$ cat src/rtl/hazard_forward_ctrl_pkg.sv
// rtl/hazard_forward_ctrl_pkg.sv - forward-select encodings and shadow-stage record widths
package hazard_forward_ctrl_pkg;

    localparam int FWD_REGFILE = 0;
    localparam int FWD_EXMEM   = 1;
    localparam int FWD_MEMWB   = 2;

    // regwrite, memtoreg, memwrite
    localparam int REC_FLAGS_W = 3;

    function automatic int stage0_rec_w(input int ra_w, input int num_src);
        return ra_w + REC_FLAGS_W + num_src * (ra_w + 1);
    endfunction

    // stage 1 keeps rd, flags and the store-data source register
    function automatic int stage1_rec_w(input int ra_w);
        return 2 * ra_w + REC_FLAGS_W;
    endfunction

    // later stages only need rd, regwrite and memtoreg
    function automatic int stagek_rec_w(input int ra_w);
        return ra_w + 2;
    endfunction

endpackage

$ cat src/rtl/hazard_stage_reg.sv
// rtl/hazard_stage_reg.sv - one shadow-pipeline stage: hold, bubble insert, valid cleared on rst
module hazard_stage_reg #(
    parameter int W = 8
) (
    input  logic         clk,
    input  logic         rst,
    input  logic         hold_i,
    input  logic         bubble_i,
    input  logic         valid_i,
    input  logic [W-1:0] data_i,
    output logic         valid_o,
    output logic [W-1:0] data_o
);

    logic         valid_q;
    logic [W-1:0] data_q;

    always_ff @(posedge clk) begin
        if (rst) begin
            valid_q <= 1'b0;
        end else if (!hold_i) begin
            valid_q <= valid_i & ~bubble_i;
        end
    end

    // payload is only meaningful while valid, so it needs no reset
    always_ff @(posedge clk) begin
        if (!hold_i) begin
            data_q <= data_i;
        end
    end

    assign valid_o = valid_q;
    assign data_o  = data_q;

endmodule

$ cat src/rtl/hazard_forward_ctrl.sv
// rtl/hazard_forward_ctrl.sv - EX bypass selects, load-use stall and store-data bypass
// driven from a shadow pipeline of in-flight destination registers.
module hazard_forward_ctrl
    import hazard_forward_ctrl_pkg::*;
#(
    parameter int NUM_SRC   = 2,
    parameter int FWD_DEPTH = 2,
    parameter int LOAD_LAT  = 1,
    parameter int RA_W      = 5,
    parameter int SEL_W     = $clog2(FWD_DEPTH + 1)
) (
    input  logic                     clk,
    input  logic                     rst,
    input  logic                     id_valid,
    input  logic [NUM_SRC*RA_W-1:0]  id_src,
    input  logic [NUM_SRC-1:0]       id_src_used,
    input  logic [RA_W-1:0]          id_rd,
    input  logic                     id_regwrite,
    input  logic                     id_memtoreg,
    input  logic                     id_memwrite,
    input  logic                     ext_stall,
    input  logic                     flush,
    output logic [NUM_SRC*SEL_W-1:0] fwd_sel,
    output logic                     hazard_stall,
    output logic                     mem_wdata_fwd
);

    logic [FWD_DEPTH:0]          st_v;
    logic [FWD_DEPTH:0]          st_rw;
    logic [FWD_DEPTH:0]          st_mtr;
    logic [RA_W-1:0]             st_rd [FWD_DEPTH+1];
    logic [NUM_SRC*RA_W-1:0]     s0_src;
    logic [NUM_SRC-1:0]          s0_used;
    logic                        s0_mw;
    logic                        s1_mw;
    logic [RA_W-1:0]             s1_src1;
    logic                        stall_raw;
    logic                        stall_int;

    for (genvar k = 0; k <= FWD_DEPTH; k++) begin : g_stage
        if (k == 0) begin : g_s0
            localparam int W = stage0_rec_w(RA_W, NUM_SRC);
            logic [W-1:0] d;
            logic [W-1:0] q;
            assign d = {id_rd, id_regwrite, id_memtoreg, id_memwrite, id_src, id_src_used};
            hazard_stage_reg #(.W(W)) u_reg (
                .clk      (clk),
                .rst      (rst),
                .hold_i   (ext_stall),
                .bubble_i (flush | stall_int),
                .valid_i  (id_valid),
                .data_i   (d),
                .valid_o  (st_v[0]),
                .data_o   (q)
            );
            assign {st_rd[0], st_rw[0], st_mtr[0], s0_mw, s0_src, s0_used} = q;
        end else if (k == 1) begin : g_s1
            localparam int W = stage1_rec_w(RA_W);
            logic [W-1:0] d;
            logic [W-1:0] q;
            assign d = {st_rd[0], st_rw[0], st_mtr[0], s0_mw, s0_src[RA_W +: RA_W]};
            hazard_stage_reg #(.W(W)) u_reg (
                .clk      (clk),
                .rst      (rst),
                .hold_i   (ext_stall),
                .bubble_i (1'b0),
                .valid_i  (st_v[0]),
                .data_i   (d),
                .valid_o  (st_v[1]),
                .data_o   (q)
            );
            assign {st_rd[1], st_rw[1], st_mtr[1], s1_mw, s1_src1} = q;
        end else begin : g_sk
            localparam int W = stagek_rec_w(RA_W);
            logic [W-1:0] d;
            logic [W-1:0] q;
            assign d = {st_rd[k-1], st_rw[k-1], st_mtr[k-1]};
            hazard_stage_reg #(.W(W)) u_reg (
                .clk      (clk),
                .rst      (rst),
                .hold_i   (ext_stall),
                .bubble_i (1'b0),
                .valid_i  (st_v[k-1]),
                .data_i   (d),
                .valid_o  (st_v[k]),
                .data_o   (q)
            );
            assign {st_rd[k], st_rw[k], st_mtr[k]} = q;
        end
    end

    // a store whose data only depends on the load just ahead goes through mem_wdata_fwd instead
    always_comb begin
        stall_raw = 1'b0;
        for (int i = 0; i < NUM_SRC; i++) begin
            for (int j = 0; j < LOAD_LAT; j++) begin
                if (id_src_used[i] && st_v[j] && st_mtr[j] && (st_rd[j] != '0) &&
                    (st_rd[j] == id_src[i*RA_W +: RA_W]) &&
                    !((j == 0) && (i == 1) && id_memwrite)) begin
                    stall_raw = 1'b1;
                end
            end
        end
    end

    assign stall_int    = id_valid & ~flush & ~ext_stall & stall_raw;
    assign hazard_stall = stall_int & ~rst;

    for (genvar i = 0; i < NUM_SRC; i++) begin : g_fwd
        logic [RA_W-1:0]  src;
        logic [SEL_W-1:0] sel;
        logic             ld_pending;

        assign src = s0_src[i*RA_W +: RA_W];

        // scan oldest to youngest so the youngest producer is the last one kept
        always_comb begin
            sel        = SEL_W'(FWD_REGFILE);
            ld_pending = 1'b0;
            for (int k = FWD_DEPTH; k >= 1; k--) begin
                if (st_v[k] && st_rw[k] && (st_rd[k] != '0) && (st_rd[k] == src)) begin
                    sel        = SEL_W'(k);
                    ld_pending = st_mtr[k] && (k <= LOAD_LAT);
                end
            end
        end

        assign fwd_sel[i*SEL_W +: SEL_W] =
            (rst || !st_v[0] || !s0_used[i] || ld_pending) ? SEL_W'(FWD_REGFILE) : sel;
    end

    assign mem_wdata_fwd = ~rst & st_v[FWD_EXMEM] & s1_mw &
                           st_v[FWD_MEMWB] & st_mtr[FWD_MEMWB] &
                           (st_rd[FWD_MEMWB] != '0) & (st_rd[FWD_MEMWB] == s1_src1);

endmodule
$ cat config.mk
export PLATFORM = sky130hd
export DESIGN_NAME = hazard_forward_ctrl
export DESIGN_NICKNAME = d
export VERILOG_FILES = /design/src/rtl/hazard_forward_ctrl_pkg.sv /design/src/rtl/hazard_stage_reg.sv /design/src/rtl/hazard_forward_ctrl.sv
export SDC_FILE = /design/constraint.sdc
export NUM_CORES = 1
export LEC_CHECK = 0
export ABC_AREA = 1
export BUFFER_PORTS_ARGS = -buffer_cell sky130_fd_sc_hd__buf_2
export CAP_MARGIN = 10
export CORE_MARGIN = 3
export CORE_UTILIZATION = 55
export CTS_CLUSTER_SIZE = 25
export DETAILED_ROUTE_END_ITERATION = 10
export GPL_TIMING_DRIVEN = 0
export PLACE_DENSITY = 0.87
export SETUP_SLACK_MARGIN = 0.1
export SLEW_MARGIN = 20
export SYNTH_ARGS = -nofsm -noshare
export SYNTH_HDL_FRONTEND = slang
export SYNTH_SLANG_ARGS = --single-unit
$ cat constraint.sdc
create_clock -name clk -period 4 [get_ports clk]
set_clock_uncertainty 0.1 [all_clocks]
set_input_delay 0.4 -clock clk [delete_from_list [all_inputs] [get_ports clk]]
set_output_delay 0.4 -clock clk [all_outputs]
set_load 0.01 [all_outputs]
==> flow_metrics.env, run 1 <==
export IMPL_crit_family="flip-flops"
export IMPL_max_slew_margin_rel=0.662
export IMPL_setup_viol=0
export IMPL_tightest_slew_ns=0.506
export IMPL_chipHeight_um=66.5
export IMPL_row_count=21
export IMPL_dr_wl_met2_mm=1.85
export IMPL_start_util=0.585
export IMPL_postCtsHoldBufs=0
export IMPL_power_w=0.000895
export IMPL_drive_above_1_share=0.180
export IMPL_required_ns=3.50
export IMPL_timing_hold_ws_ns=0.184
export IMPL_slowest_stage="edfxtp_1"
export IMPL_place_inst=283
export IMPL_grt_pass1_wl_mm=5.58
export IMPL_post_cts_resized=0
export IMPL_fin_cells=290
export IMPL_grt_pass1_vias=1260
export IMPL_vias=1410
export IMPL_startpoint="g_stage[1].g_s1.u_reg.data_o[8]"
export IMPL_pin_count=31
export IMPL_grt_overflow=0
export IMPL_synth_seq_area_share=0.626
export IMPL_power_density_nw_per_um2=385
export IMPL_cp_end_kind="primary output"
export IMPL_cts_buffers_inserted=5
export IMPL_crit_chain="xor2_1 > nor2_1 > nand3_1 > nor2_1 > nand3_1 > inv_1 > buf_2"
export IMPL_postCtsSetupBuffers=0
export IMPL_postSynthCellCount=206
export IMPL_crit_buf_inv=2
export IMPL_numPortBuffers=30
export IMPL_timing_rr_start="g_stage[0].g_s0.u_reg.data_o[18]"
export IMPL_rsz0062_at_grt="false"
export IMPL_htree_levels=2
export IMPL_ant_nets=0
export IMPL_clk_pin_slew_worst_paths_ns=0.07
export IMPL_crit_end="fwd_sel[2]"
export IMPL_r2r_end="g_stage[0].g_s0.u_reg.valid_o"
export IMPL_routed_wirelength_mm=3.59
export IMPL_drv_slew=0
export IMPL_wl_met1_mm=1.50
export IMPL_cp_num_cells=7
export IMPL_top_layer="met4"
export IMPL_area_delta_synth_final_pct=15.5
export IMPL_clk_latency_ns=0.29
export IMPL_ys_top_cells_by_area="edfxtp_1, nand2_1, inv_1"
export IMPL_final_cell_mix="nand2_1, edfxtp_1, inv_1, buf_2, nor2_1"
export IMPL_status="finished clean"
export IMPL_first_pass_iters=4
export IMPL_coreArea_um2=3440
export IMPL_rr_worst_depth=9
export IMPL_dr_first_iter_drc_count=69
export IMPL_hpwl_mm=2.79
export IMPL_fmax_ghz=0.480
export IMPL_clockBufferDepth=2
export IMPL_layout_commonest_cell="nand2_1"
export IMPL_ys_types=19
export IMPL_synth_avg_cell_area_um2=9.77
export IMPL_layout_min_cycle_time_ns=2.08
export IMPL_gp_congestion=0.812
export IMPL_synthesis_nets=231
export IMPL_grtUsageTotal=0.179
export IMPL_clock_sinks=43
export IMPL_final_util=0.676
export IMPL_cp_arrival_ns=1.58
export IMPL_grt_max_degree=24
export IMPL_path_max_fanout=5
export IMPL_start_kind="flop"
export IMPL_antenna_found_initial=0
export IMPL_synth_warning_count=0
export IMPL_cap_violations=0
export IMPL_synth_seq_cells=43
export IMPL_path_class="reg -> out"
export IMPL_r2r_slack_ns=2.70
export IMPL_peakVddDrop_v=0.000309
export IMPL_antenna_cells=0
export IMPL_cts_root_buffer="clkbuf_8"
export IMPL_drc=0
export IMPL_die_area_um2=4420
export IMPL_die_x_um=66.5
export IMPL_finalHoldViolCount=0
export IMPL_min_path_type="in -> reg"
export IMPL_wl_per_cell_um=12.4
export IMPL_cpPeakStageDelay_ns=0.48
export IMPL_yosysTopAreaCell="edfxtp_1"
export IMPL_routed_via_density=4.86
export IMPL_route_met3_wl_um=126
export IMPL_p_leak_nw=1.07
export IMPL_nets=269
export IMPL_synth_area_um2=2010
export IMPL_setup_tns_final_ns=0
export IMPL_synth_top_area_frac=0.597
export IMPL_finalCritPeriodShare=0.521
export IMPL_cts_tree="yes"
per-layer routing:
metal,global-route usage,up-vias
li1,-,731
met1,0.211,637
met2,0.291,31
met3,0.0371,11
met4,0.122,0
met5,0,-
area by class of cell:
| class | instances | area [µm²] |
|---|---|---|
| well taps | 46 | 57.6 |
| fillers | 268 | 1120 |
| multi-input cells | 128 | 621 |
| clock buffers | 5 | 68.8 |
| clock inverters | 2 | 8.76 |
| repair buffers | 31 | 178 |
| inverters | 35 | 131 |
| flip-flops and latches | 43 | 1260 |
worst min path at each step:
stage	from	endpoint	cells after the start
global placement	g_stage[0].g_s0.u_reg.data_o[14]	g_stage[1].g_s1.u_reg.data_o[7]	0
CTS	id_rd[0]	g_stage[0].g_s0.u_reg.data_o[15]	1
detailed placement	g_stage[0].g_s0.u_reg.data_o[14]	g_stage[1].g_s1.u_reg.data_o[7]	0
floorplan	g_stage[0].g_s0.u_reg.data_o[12]	g_stage[1].g_s1.u_reg.data_o[5]	0
global route	id_regwrite	g_stage[0].g_s0.u_reg.data_o[14]	1
finish	id_rd[0]	g_stage[0].g_s0.u_reg.data_o[15]	1
power breakdown:
group / internal (W) / switching (W)
clock network: 0.000116 / 0.000134
logic: 0.0000401 / 0.0000487
registers: 0.000529 / 0.0000273
total: 0.000685 / 0.000210
worst register-to-register path: stages, from the launching register on:
cell	delay [ns]
edfxtp_1	0.43
inv_1	0.08
nand2_1	0.06
nand2_1	0.04
nor2_1	0.12
nand3_1	0.10
nand2_1	0.07
nand2_1	0.08
nand2_1	0.07
nand2_1	0.05
registers in the layout, summed over array words and instances (netlist names):
register                    flops
g_stage.g_s1.u_reg.valid_o      1
g_stage.g_s1.u_reg.data_o      13
g_stage.g_sk.u_reg.valid_o      1
g_stage.g_s0.u_reg.data_o      20
g_stage.g_sk.u_reg.data_o       7
g_stage.g_s0.u_reg.valid_o      1
kinds of logic after synthesis:
kind of cell,share of synthesized area
AND/OR/NAND/NOR,0.213
flip-flops,0.626
buffers and inverters,0.0653
XOR/XNOR,0.0783
AO/OA/AOI/OAI,0.0168
through the flow:
stage	instance area, µm²	setup WS [ns]
3_3_place_gp	2220	1.31
6_report	2330	1.92
3_5_place_dp	2250	2.04
5_1_grt	2330	1.82
4_1_cts	2330	1.89
2_1_floorplan	2010	1.78
cells in the mapped netlist (all sizes together):
| master | instances |
|---|---|
| edfxtp | 40 |
| nand3 | 15 |
| inv | 35 |
| and3 | 2 |
| nand4 | 1 |
| dfxtp | 3 |
| a21oi | 1 |
| a211oi | 1 |
| nor2 | 28 |
| o22ai | 1 |
| nand2 | 54 |
| xor2 | 8 |
| o21ai | 3 |
| xnor2 | 10 |
| nor3 | 4 |
No activity file was read; power rests on OpenSTA's default activity.
==> inputs of run 2 (changes only) <==
==> constraint.sdc (replaced) <==
create_clock -name clk -period 2 [get_ports clk]
set_clock_uncertainty 0.1 [all_clocks]
set_input_delay 0.2 -clock clk [delete_from_list [all_inputs] [get_ports clk]]
set_output_delay 0.2 -clock clk [all_outputs]
set_load 0.01 [all_outputs]
==> run 2 against run 1 <==
Against the previous run: clock-buffer cell count unchanged; critical path type unchanged; largest power group unchanged; global-route usage rose by 0.98 points; core utilization is 3.7 points higher.
==> flow_metrics.env, run 2 (synthesized netlist as in run 1, its figures left out) <==
export IMPL_status="finished clean"
export IMPL_final_cell_mix="nand2_1, edfxtp_1, buf_2, inv_1, nor2_1"
export IMPL_slowest_stage="edfxtp_1"
export IMPL_cts_tree="yes"
export IMPL_antenna_cells=0
export IMPL_grt_pass1_wl_mm=5.89
export IMPL_placed_cell_area_um2=2250
export IMPL_clk_pin_slew_worst_paths_ns=0.07
export IMPL_largest_reg_flops=20
export IMPL_setup_tns_final_ns=0
export IMPL_start_util=0.585
export IMPL_ant_nets=0
export IMPL_vias=1462
export IMPL_timing_hold_ws_ns=0.0154
export IMPL_layout_min_cycle_time_ns=1.85
export IMPL_path_class="reg -> out"
export IMPL_fmax_ghz=0.542
export IMPL_crit_chain="buf_4 > nor3_1 > nand3_1 > nand2_1 > nor2_1 > buf_2"
export IMPL_rr_worst_depth=6
export IMPL_pin_count=31
export IMPL_cp_end_kind="primary output"
export IMPL_clockBufferDepth=2
export IMPL_area_delta_synth_final_pct=21.8
export IMPL_rsz0062_at_grt="true"
export IMPL_grt_pass1_vias=1348
export IMPL_min_path_type="in -> reg"
export IMPL_fin_cells=302
export IMPL_grt_max_degree=24
export IMPL_setup_viol=0
export IMPL_cap_violations=0
export IMPL_chipHeight_um=66.5
export IMPL_row_count=21
export IMPL_first_pass_iters=4
export IMPL_drv_slew=0
export IMPL_gp_congestion=0.812
export IMPL_start_kind="flop"
export IMPL_routed_via_density=4.84
export IMPL_cts_buffers_inserted=5
export IMPL_hold_depth=1
export IMPL_power_density_nw_per_um2=739
export IMPL_die_area_um2=4420
export IMPL_coreArea_um2=3440
export IMPL_max_slew_margin_rel=0.657
export IMPL_numPortBuffers=30
export IMPL_required_ns=1.70
export IMPL_fillerInstances=245
export IMPL_nets=281
export IMPL_place_inst=283
export IMPL_drive_above_1_share=0.199
export IMPL_routed_wirelength_mm=3.75
export IMPL_dr_first_iter_drc_count=55
export IMPL_wl_per_cell_um=12.4
export IMPL_clock_sinks=43
export IMPL_tightest_slew_ns=0.513
export IMPL_path_max_fanout=5
export IMPL_grtUsageTotal=0.189
export IMPL_htree_levels=2
export IMPL_cts_root_buffer="clkbuf_8"
export IMPL_finalHoldViolCount=0
export IMPL_clk_latency_ns=0.29
export IMPL_drc=0
export IMPL_finalCritPeriodShare=0.923
export IMPL_die_x_um=66.5
export IMPL_hpwl_mm=2.79
export IMPL_cpPeakStageDelay_ns=0.47
export IMPL_fin_ws_ns=0.154
export IMPL_grt_overflow=0
export IMPL_cp_arrival_ns=1.55
export IMPL_peakVddDrop_v=0.000621
export IMPL_dp_worst_setup_slack_ns=0.410
export IMPL_antenna_found_initial=0
export IMPL_final_cell_area_um2=2450
export IMPL_p_leak_nw=1.12
export IMPL_layout_commonest_cell="nand2_1"
[run 2: changes by cell type in the layout (fill, tap and decap cells not counted), sizes merged]
cell and delta:
buf +2, dlygate4sd3 +10
[run 2: cell type report]
cell class / count / area, µm² / share of cell area
tap: 46 / 57.6 / 0.0235
clock inverter: 2 / 8.76 / 0.00357
timing repair buffer: 43 / 293 / 0.119
clock buffer: 5 / 68.8 / 0.0281
inverter: 35 / 131 / 0.0536
sequential: 43 / 1260 / 0.515
multi-input combinational: 128 / 631 / 0.257
[run 2: worst paths after layout]
check | from | endpoint | slack, ns
min reg2reg | g_stage[0].g_s0.u_reg.data_o[14] | g_stage[1].g_s1.u_reg.data_o[7] | 0.33
max reg2reg | g_stage[0].g_s0.u_reg.data_o[18] | g_stage[0].g_s0.u_reg.valid_o | 0.66
min | id_src[9] | g_stage[0].g_s0.u_reg.data_o[11] | 0.02
max | g_stage[0].g_s0.u_reg.data_o[18] | hazard_stall | 0.15
[run 2: worst max-delay path: cells and delay by family, from the launching register on]
kind	cells	cell delay, ns
and+or+nand+nor	4	0.49
DFF	1	0.47
buffers and inverters	2	0.31
[run 2: power by group]
group	leakage, nW	switching [W]	internal (W)
clock network	0.0414	0.000268	0.000232
registers	0.417	0.0000551	0.00106
logic	0.667	0.000102	0.0000968
total	1.12	0.000426	0.00139
[run 2: per-stage QoR]
step	power (W)	utilization
floorplan	0.00124	-
detailed placement	0.00131	0.653
CTS	0.00181	0.707
global placement	0.00129	0.645
global route	0.00188	0.712
finish	0.00181	0.712
[run 2: layer usage]
| layer | wire length, µm | vias up | GRT usage |
|---|---|---|---|
| li1 | - | 756 | - |
| met1 | 1500 | 657 | 0.214 |
| met2 | 1960 | 36 | 0.321 |
| met3 | 140 | 13 | 0.0371 |
| met4 | 142 | 0 | 0.122 |
| met5 | 0 | - | 0 |
[run 2: timing repair]
action	in CTS	in global routing
cloned	0	0
hold endpoints to repair	10	0
hold buffers	10	0
setup endpoints to repair	1	4
buffers inserted	1	1
gates resized for setup	0	5
pin swaps	0	1
==> inputs of run 3 (changes only) <==
--- a/config.mk
+++ b/config.mk
@@ -8,12 +8,12 @@
 export ABC_AREA = 1
 export BUFFER_PORTS_ARGS = -buffer_cell sky130_fd_sc_hd__buf_2
 export CAP_MARGIN = 10
-export CORE_MARGIN = 3
+export CORE_MARGIN = 2
 export CORE_UTILIZATION = 55
 export CTS_CLUSTER_SIZE = 25
 export DETAILED_ROUTE_END_ITERATION = 10
 export GPL_TIMING_DRIVEN = 0
-export PLACE_DENSITY = 0.87
+export PLACE_DENSITY = 0.78
 export SETUP_SLACK_MARGIN = 0.1
 export SLEW_MARGIN = 20
 export SYNTH_ARGS = -nofsm -noshare
==> run 3 against run 2 <==
Against the previous run: clock power rose by 34%; wire length rose by 0.37%; die area shrank 5.9%; critical path type unchanged; critical endpoint is now fwd_sel[2].
==> flow_metrics.env, run 3 (synthesized netlist as in run 1, its figures left out) <==
export IMPL_grt_max_degree=23
export IMPL_start_util=0.589
export IMPL_hpwl_mm=2.51
export IMPL_ant_nets=0
export IMPL_vias=1503
export IMPL_cp_end_kind="primary output"
export IMPL_crit_chain="xor2_1 > nor2_1 > nand3_1 > nor2_2 > nand3_1 > inv_1 > buf_6"
export IMPL_clk_latency_ns=0.37
export IMPL_met2_usage=0.376
export IMPL_required_ns=1.70
export IMPL_clk_pin_slew_worst_paths_ns=0.13
export IMPL_fin_ws_ns=0.0786
export IMPL_final_cell_mix="nand2_1, edfxtp_1, buf_2, inv_1, nor2_1"
export IMPL_crit_buf_inv=2
export IMPL_finalCritPeriodShare=0.961
export IMPL_row_count=21
export IMPL_routed_wirelength_mm=3.76
export IMPL_cts_buffers_inserted=5
export IMPL_min_path_type="in -> reg"
export IMPL_fin_cells=316
export IMPL_nets=294
export IMPL_area_delta_synth_final_pct=29.8
export IMPL_power_w=0.00201
export IMPL_cpPeakStageDelay_ns=0.48
export IMPL_grt_pass1_wl_mm=6.10
export IMPL_path_max_fanout=5
export IMPL_gp_congestion=0.794
export IMPL_clockBufferDepth=2
export IMPL_fmax_ghz=0.520
export IMPL_largest_reg_flops=20
export IMPL_first_pass_iters=4
export IMPL_numPortBuffers=30
export IMPL_die_x_um=64.5
export IMPL_grt_pass1_vias=1455
export IMPL_tightest_slew_ns=0.485
export IMPL_peakVddDrop_v=0.000605
export IMPL_pin_count=31
export IMPL_setup_tns_final_ns=0
export IMPL_max_slew_margin_rel=0.676
export IMPL_wl_per_cell_um=11.9
export IMPL_die_area_um2=4160
export IMPL_path_class="reg -> out"
export IMPL_grt_use_met3=0.0590
export IMPL_cpMostUsedCell="nand3_1"
export IMPL_antenna_cells=0
export IMPL_routed_via_density=4.76
export IMPL_drc=0
export IMPL_power_density_nw_per_um2=768
export IMPL_p_leak_nw=1.19
export IMPL_htree_levels=2
export IMPL_clock_sinks=43
export IMPL_start_kind="flop"
export IMPL_dp_worst_setup_slack_ns=0.311
export IMPL_finalHoldViolCount=0
export IMPL_grt_overflow=0
export IMPL_grtUsageTotal=0.204
export IMPL_layout_commonest_cell="nand2_1"
export IMPL_cp_arrival_ns=1.62
export IMPL_drive_above_1_share=0.222
export IMPL_dr_first_iter_drc_count=44
export IMPL_cts_root_buffer="clkbuf_4"
export IMPL_status="finished clean"
export IMPL_cts_tree="yes"
export IMPL_layout_min_cycle_time_ns=1.92
export IMPL_place_inst=283
export IMPL_timing_hold_ws_ns=0.0213
export IMPL_crit_family="flip-flops"
export IMPL_rsz0062_at_grt="true"
export IMPL_drv_slew=0
export IMPL_grtUsageMet1=0.216
export IMPL_grt_busiest_layer="met2"
export IMPL_coreArea_um2=3420
export IMPL_antenna_found_initial=0
export IMPL_chipHeight_um=64.5
export IMPL_setup_viol=0
export IMPL_slowest_stage="edfxtp_1"
export IMPL_cap_violations=0
==> run 3: cell count changes in the layout (fill, tap and decap cells not counted), moves of 2 or more <==
cell and change:
dlygate4sd3_1 +10, clkbuf_4 +5, clkbuf_8 -5, buf_4 +3, bufinv_16 +2, inv_1 -2, inv_2 +2, nand2_1 -2
nand2_2 +2
==> run 3: worst paths after layout <==
kind / from / endpoint / slack (ns) / depth (start not counted)
worst max-delay path: g_stage[1].g_s1.u_reg.data_o[9] / fwd_sel[2] / 0.08 / 7
worst min-delay path: rst / g_stage[1].g_s1.u_reg.valid_o / 0.02 / 4
worst max register to register: g_stage[0].g_s0.u_reg.data_o[16] / g_stage[0].g_s0.u_reg.valid_o / 0.71 / 9
worst min register to register: g_stage[0].g_s0.u_reg.data_o[14] / g_stage[1].g_s1.u_reg.data_o[7] / 0.34 / 0
==> run 3: area by class of cell <==
class                      count  area (µm²)
tap                           46        57.6
timing repair buffer          56         422
inverter                      35         131
multi-input combinational    128         638
fill                         225         803
clock inverter                 2        60.1
sequential                    43        1260
clock buffer                   6        41.3
==> run 3: what timing repair did <==
item / 4_1_cts / 5_1_grt
resized for setup: 3 / 8
pin swaps: 1 / 9
hold endpoints to repair: 20 / 0
buffers inserted: 3 / 2
endpoints found under the setup margin: 5 / 6
hold buffers: 20 / 0
==> run 3: through the flow <==
step                      area [µm²]   util
after global placement          2220  0.650
final                           2610  0.765
after CTS                       2580  0.756
after floorplan                 2010      -
after global routing            2610  0.765
after detailed placement        2250  0.658
==> run 3: report_power, final <==
part | total (W) | internal, W | switching (W)
sequential | 0.00111 | 0.00106 | 0.0000531
clock | 0.000672 | 0.000390 | 0.000282
combinational | 0.000224 | 0.000115 | 0.000109
total | 0.00201 | 0.00156 | 0.000444
==> run 3: routing by layer <==
layer	vias to the layer above	share of wire
li1	784	-
met1	692	0.42
met2	22	0.53
met3	5	0.033
met4	0	0.019
met5	-	0
==> run 3: worst min-delay path, cell delays in order <==
cell	delay [ns]
buf_2	0.09
inv_2	0.05
o21ai_0	0.06
nor2_1	0.04
